<file path="config.mk">
export PLATFORM = sky130hd
export DESIGN_NAME = clint
export DESIGN_NICKNAME = d
export VERILOG_FILES = /design/src/rtl/clint.sv
export SDC_FILE = /design/constraint.sdc
export NUM_CORES = 1
export LEC_CHECK = 0
export CAP_MARGIN = 10
export CORE_UTILIZATION = 50
export CTS_CLUSTER_SIZE = 40
export DETAILED_ROUTE_END_ITERATION = 8
export GPL_ROUTABILITY_DRIVEN = 0
export HOLD_SLACK_MARGIN = 0.03
export PLACE_DENSITY = 0.76
export SLEW_MARGIN = 25
export SYNTH_ARGS = -nofsm -noshare
export SYNTH_HDL_FRONTEND = slang
export SYNTH_SLANG_ARGS = --single-unit
</file>
<file path="constraint.sdc">
create_clock -name clk_i -period 2.35 [get_ports clk_i]
set_clock_uncertainty 0.1 [all_clocks]
set_input_delay 0.3525 -clock clk_i [delete_from_list [all_inputs] [get_ports clk_i]]
set_output_delay 0.3525 -clock clk_i [all_outputs]
set_load 0.02 [all_outputs]
</file>
<file path="src/rtl/clint.sv">
// Core-local interruptor: free-running 64-bit mtime with prescaler, mtimecmp and msip
// behind a single-outstanding 32-bit request/response port; drives mtip_o/msip_o.
module clint #(
    parameter int unsigned TickDiv = 1
) (
    input  logic        clk_i,
    input  logic        rst_ni,
    input  logic        req_valid_i,
    output logic        req_ready_o,
    input  logic        req_we_i,
    input  logic [15:0] req_addr_i,
    input  logic [31:0] req_wdata_i,
    input  logic [3:0]  req_wstrb_i,
    output logic        rsp_valid_o,
    input  logic        rsp_ready_i,
    output logic [31:0] rsp_rdata_o,
    output logic        mtip_o,
    output logic        msip_o
);
    localparam int unsigned PW = (TickDiv > 1) ? $clog2(TickDiv) : 1;
    localparam logic [PW-1:0] PMAX = PW'(TickDiv - 1);

    localparam logic [13:0] W_MSIP  = 14'h0000;
    localparam logic [13:0] W_CMPLO = 14'h1000;
    localparam logic [13:0] W_CMPHI = 14'h1001;
    localparam logic [13:0] W_MTLO  = 14'h2FFE;
    localparam logic [13:0] W_MTHI  = 14'h2FFF;

    typedef enum logic {IDLE, RESP} state_e;

    state_e        state_q, state_d;
    logic [63:0]   mtime_q, mtime_d;
    logic [63:0]   mtimecmp_q, mtimecmp_d;
    logic          msip_q, msip_d;
    logic [PW-1:0] presc_q, presc_d;
    logic [31:0]   rdata_q, rdata_d;

    logic [13:0]   widx;
    logic          addr_lsb_unused;
    logic          accept;
    logic          wr;
    logic          tick;
    logic [31:0]   rd_word;

    function automatic logic [31:0] merge(input logic [31:0] old, input logic [31:0] wd,
                                          input logic [3:0] st);
        logic [31:0] res;
        for (int b = 0; b < 4; b++) begin
            res[b*8 +: 8] = st[b] ? wd[b*8 +: 8] : old[b*8 +: 8];
        end
        return res;
    endfunction

    assign widx            = req_addr_i[15:2];
    assign addr_lsb_unused = ^req_addr_i[1:0];
    assign accept          = (state_q == IDLE) && req_valid_i;
    assign wr              = accept && req_we_i;
    assign tick            = (presc_q == PMAX);

    always_comb begin
        rd_word = '0;
        case (widx)
            W_MSIP:  rd_word = {31'b0, msip_q};
            W_CMPLO: rd_word = mtimecmp_q[31:0];
            W_CMPHI: rd_word = mtimecmp_q[63:32];
            W_MTLO:  rd_word = mtime_q[31:0];
            W_MTHI:  rd_word = mtime_q[63:32];
            default: rd_word = '0;
        endcase
    end

    // Handshake: one outstanding request, response held until consumed.
    always_comb begin
        state_d = state_q;
        rdata_d = rdata_q;
        case (state_q)
            IDLE: begin
                if (req_valid_i) begin
                    state_d = RESP;
                    rdata_d = req_we_i ? 32'h0 : rd_word;
                end
            end
            RESP: begin
                if (rsp_ready_i) state_d = IDLE;
            end
            default: state_d = IDLE;
        endcase
    end

    // Register updates; an mtime write overrides that cycle's increment.
    always_comb begin
        mtimecmp_d = mtimecmp_q;
        msip_d     = msip_q;
        mtime_d    = tick ? mtime_q + 64'd1 : mtime_q;
        presc_d    = tick ? '0 : presc_q + 1'b1;
        if (wr) begin
            case (widx)
                W_MSIP:  if (req_wstrb_i[0]) msip_d = req_wdata_i[0];
                W_CMPLO: mtimecmp_d[31:0]  = merge(mtimecmp_q[31:0], req_wdata_i, req_wstrb_i);
                W_CMPHI: mtimecmp_d[63:32] = merge(mtimecmp_q[63:32], req_wdata_i, req_wstrb_i);
                W_MTLO:  mtime_d = {mtime_q[63:32], merge(mtime_q[31:0], req_wdata_i, req_wstrb_i)};
                W_MTHI:  mtime_d = {merge(mtime_q[63:32], req_wdata_i, req_wstrb_i), mtime_q[31:0]};
                default: ;
            endcase
        end
    end

    always_ff @(posedge clk_i) begin
        if (!rst_ni) begin
            state_q    <= IDLE;
            mtime_q    <= '0;
            mtimecmp_q <= '1;
            msip_q     <= 1'b0;
            presc_q    <= '0;
            rdata_q    <= '0;
        end else begin
            state_q    <= state_d;
            mtime_q    <= mtime_d;
            mtimecmp_q <= mtimecmp_d;
            msip_q     <= msip_d;
            presc_q    <= presc_d;
            rdata_q    <= rdata_d;
        end
    end

    assign req_ready_o = (state_q == IDLE);
    assign rsp_valid_o = (state_q == RESP);
    assign rsp_rdata_o = rdata_q;
    assign mtip_o      = (mtime_q >= mtimecmp_q);
    assign msip_o      = msip_q;

endmodule

</file>
* Yosys cells after proc, flatten, opt, wreduce, memory -nomap -nowiden
Index checks and enable logic that the tools add are counted.
** Word-level totals
- Input bits :: 57
- Output and inout port bits :: 36
- Latch bits :: 0
- Memories kept :: 0
- Memory bits (writable) :: 0
- Memory bits (read-only) :: 0
- Bits in registers :: 163
** Cells by class
- Div/mod/pow operators :: 0
- Multipliers :: 0
- Add/subtract/negate cells :: 2
- Magnitude comparators :: 1
- Bitwise logic cells :: 1
- Equality and inequality tests :: 14
- Shift-type cells :: 0
- Reduce and logical (&&, ||, !) cells :: 22
- Mux-type cells :: 12
** Operator list (number)
- case mux 32 bit (5 select lines) :: 1
- 2-to-1 mux 64 bit :: 2
- case mux 64 bit (2 select lines) :: 1
- adder 64 x 1 -> 64 bit, second input constant :: 1
- greater-or-equal comparator 64 bit :: 1
- 2-to-1 mux 32 bit :: 1
- 2-to-1 mux 8 bit :: 4
- equality test 14 x 13 -> 1 bit, second input constant :: 2
- equality test 14 bit, second input constant :: 2
- AND reduction 3 bit :: 9
- != test 3 bit, second input constant :: 8
- AND reduction 2 bit :: 10
- zero test 14 bit :: 1
- != test 2 bit, second input constant :: 2
- logical AND 1 bit :: 2
- 2-to-1 mux 1 bit :: 2
- case mux 1 bit (2 select lines) :: 1
- adder 1 bit, second input constant :: 1
- NOT 1 bit :: 1

* Depth between registers and ports, before layout
- Word-level depth :: 5
- Gate-level depth with buffers :: 9
- Depth with buffers taken out :: 8

* Worst setup path before layout
OpenSTA, ideal clock, no wires.
- Path kind :: flip-flop to flip-flop
- Start :: register mtime_q[6]
- End :: register mtime_q[63]
- Required time :: 2128 ps
- Slack :: -121 ps
- Clock period less this slack :: 2471 ps
- Cell stages (with the launch flop) :: 8
- Arrival :: 2249 ps
- Cells stage by stage :: dfxtp_1 -> nand3_2 -> or4_4 -> buf_6 -> nor4_1 -> nand4_1 -> a41o_1 -> a311o_1
** Between the ends
- Word-level cells in the longest chain between the ends :: 4
** RTL lines
- start: declaration :: RTL line 32 : logic [63:0] mtime_q, mtime_d;
- start signal: assignment :: RTL line 118 : mtime_q <= mtime_d;
- adder 64 x 1 -> 64 bit (*) :: RTL line 94 : mtime_d = tick ? mtime_q + 64'd1 : mtime_q;
- 2-to-1 mux 64 bit (*) :: RTL line 94
- case mux 64 bit (2 select lines) :: RTL line 97 : case (widx)
- 2-to-1 mux 64 bit (*) :: RTL line 96 : if (wr) begin
Mark *: on every way between the ends. The rest lies on a longest branch, timed or not.
A chain may end at the register's enable or synchronous reset.

* Final worst setup path
- Start :: register mtimecmp_q[51]
- End :: output mtip_o
** Between the ends
- Word-level cells in the longest chain between the ends :: 1
** RTL lines
- start: declaration :: RTL line 33 : logic [63:0] mtimecmp_q, mtimecmp_d;
- start signal: assignment :: RTL line 119 : mtimecmp_q <= mtimecmp_d;
- greater-or-equal comparator 64 bit :: RTL line 129 : assign mtip_o = (mtime_q >= mtimecmp_q);
- end: declaration :: RTL line 17 : output logic mtip_o,
Every way passes these cells.

==> impl_metrics.yaml <==
critical_path:
  regToRegEndpoint: "mtime_q[31]"
  reg2reg_slack_ns: -0.57
  r2r_start: "mtime_q[16]"
  worstSetupStartpointType: "register"
  critical_path.max_fanout: 3
  reg2reg_depth: 10
  worstSetupPathType: "reg2out"
  worstPathRequired_ns: 1.90
  cp-end-kind: "primary output"
  crit_start: "mtimecmp_q[51]"
  worstPathArrival_ns: 2.80
global_routing:
  grt_pass1_wl_um: 57200
  grt_pass1_vias: 11000
  use_met2: 0.585
  use_met1: 0.453
  grt_max_degree: 32
  grt.total_usage: 0.365
  grt-ovfl-total: 0
  antenna_found_initial: 1
  grt-busiest-layer: "met2"
  use_met3: 0.0820
timing:
  fin_ws_ns: -0.906
  final-max-slew-violation-count: 0
  max_freq_mhz: 307
  tightest_slew_ns: 0.719
  hold_violations: 0
  rsz0062_at_grt: "true"
  hold_slack_ns: 0.275
  final.setup.tns_ns: -10.10
  period_minus_slack_ns: 3.26
  min_period_over_period: 1.39
  relSlewSlack: 0.518
  finalSetupViolations: 49
worst_hold_path:
  hold_end: "msip_o"
  hold_start: "rst_ni"
  hp-class: "in2reg"
  hold_depth: 3
floorplanning:
  core_um2: 18900
  rows: 50
  start_util: 0.516
  dieArea_um2: 20000
  die-width_um: 142
  num_io_pins: 93
  die_y_um: 142
power_and_ir_drop:
  pwr_density_cell_nw_per_um2: 401
  vdd_drop_max_mv: 0.446
  p_total_mw: 5.84
  p_leak_nw: 6.60
placement:
  place_worst_setup_slack_ns: -0.742
  dp.final_hpwl_um: 25800
  portBuffers: 90
finish:
  antenna_cells: 0
  multi_input_area_um2: 6550
  drive_gt1_frac: 0.314
  num-fill-cells: 1171
  seq_area_um2: 3300
  area_growth_pct: 49.8
  nets: 1678
logic_synthesis:
  synth_cell_type_count: 67
  ys_seq_area_frac: 0.335
  synth_seq_cells: 163
  synth_ff_type: "dfxtp_1"
  synthesis.nets: 1330
  syn-cell-area_um2: 9740
  synth_warnings: 0
  synthCells: 1208
  synth_area_per_cell_um2: 8.06
  synth_edf_count: 0
  ys_async_sr_fraction: 0
routing:
  drcViolationCount: 30
  vias: 12100
  via_per_inst: 6.61
  wl_um: 41700
  wl_per_cell_um: 22.8
  drt-pass1-iter-count: 9
  antenna_left: 0
  drt_iter0_drc: 2450
cts:
  insertion_delay_ns: 0.45
  cts_buffer_depth: 2
  numCtsBuffers: 17
  clock_sinks: 163
  cts_root_buf: "clkbuf_16"
  cts_tree: "done"
  h-tree-depth: 4
  cts.reportedPaths.clkPinSlew_ns: 0.08
outcome:
  status: "finished, violations left"
  violations: "design-rule violations, negative setup slack"
flow_run:
  drv_cap: 0
[worst max path at each step]
stage / endpoint / slack, ns / cells past startpoint
after global placement: mtip_o / -0.69 / 10
after detailed placement: mtip_o / -0.74 / 9
after global routing: mtip_o / -0.96 / 9
final: mtip_o / -0.91 / 9
after floorplan: mtime_q[63] / -0.004 / 7
after CTS: mtip_o / -0.65 / 9
[synthesized netlist by cell type, drive strengths merged, types with 8 or more instances]
master,n,share of area
nor2,75,0.029
inv,76,0.029
nand4,41,0.028
and3,23,0.015
a31oi,26,0.017
mux2,17,0.020
a32oi,8,0.0072
a222oi,17,0.017
buf,13,0.0066
dfxtp,163,0.33
nor4,13,0.011
a221oi,16,0.014
nand3,41,0.022
nor3,26,0.016
mux2i,50,0.051
or3,11,0.0071
nand2,168,0.065
clkbuf,55,0.021
a211oi,15,0.012
o21ai,78,0.040
a21oi,63,0.032
o211ai,42,0.032
ha,65,0.083
[routing by layer]
layer	up-vias	part of all wire
li1	5203	-
met1	5514	0.36
met2	1008	0.44
met3	369	0.13
met4	2	0.073
met5	-	0.00036
[logic make-up after synthesis]
kind of cell,synth area share
flip-flops,0.335
AND/OR/NAND/NOR,0.222
XOR/XNOR,0.00450
other,0.000385
AO/OA/AOI/OAI,0.227
buffers and inverters,0.0570
adder cells (fa/ha/maj),0.0835
multiplexers,0.0710
[worst max-delay path: stages, from the launching register on]
cell	delay [ns]
dfxtp_1	0.34
inv_1	0.06
ha_1	0.31
nand4_1	0.22
nor4_2	0.30
buf_4	0.18
buf_4	0.18
o211ai_1	0.33
nand4_1	0.27
buf_4	0.17
[metrics by stage]
step / instances / cell area [um2] / utilization
after detailed placement: 1763 / 12900 / 0.684
final: 1829 / 14600 / 0.772
after floorplan: 1208 / 9750 / -
after global placement: 1763 / 12900 / 0.684
after global routing: 1829 / 14600 / 0.772
after CTS: 1809 / 13900 / 0.735
[what timing repair did]
action	4_1_cts	5_1_grt
pin swaps	37	80
gates cloned	0	3
setup buffers	15	21
gates resized for setup	81	131
setup endpoints to repair	24	49
hold buffers	0	0
[cells in the final DEF (no fill, tap or decap), types with 6 or more instances in the layout]
cell type and n:
a211oi_1 9, a211oi_2 6, a21o_1 6, a21oi_1 54, a21oi_2 9, a221oi_1 16, a222oi_1 17, a31oi_1 22
a32oi_1 7, and3_1 21, buf_12 14, buf_4 248, buf_6 43, clkbuf_16 19, clkdlybuf4s50_1 81, dfxtp_1 139
dfxtp_2 23, dlymetal6s2s_1 6, ha_1 57, ha_4 6, inv_1 73, mux2_2 17, mux2i_1 50, nand2_1 161
nand3_1 32, nand3_2 7, nand4_1 39, nor2_1 66, nor2_2 7, nor2b_1 7, nor3_1 14, nor3_2 7
o211ai_1 42, o21ai_0 58, o21ai_1 15, or3_1 9
[power by group]
part / total, mW / switching (mW) / internal [mW]
registers: 2.77 / 0.00448 / 2.77
clock network: 2.69 / 1.27 / 1.42
logic: 0.381 / 0.218 / 0.162
total: 5.84 / 1.50 / 4.35
[layout make-up]
cell class	count	area share
Multi-Input combinational cell	901	0.449
Timing Repair Buffer	397	0.246
Sequential cell	163	0.226
Clock buffer	19	0.0310
Tap cell	260	0.0223
Inverter	76	0.0195
Clock inverter	13	0.00677
[flip-flops by register name, summed over array words and instances (netlist names)]
register,flops
rsp_valid_o,1
rsp_rdata_o,32
presc_q,1
mtime_q,64
msip_o,1
mtimecmp_q,64
No activity file was read; power rests on OpenSTA's default activity.
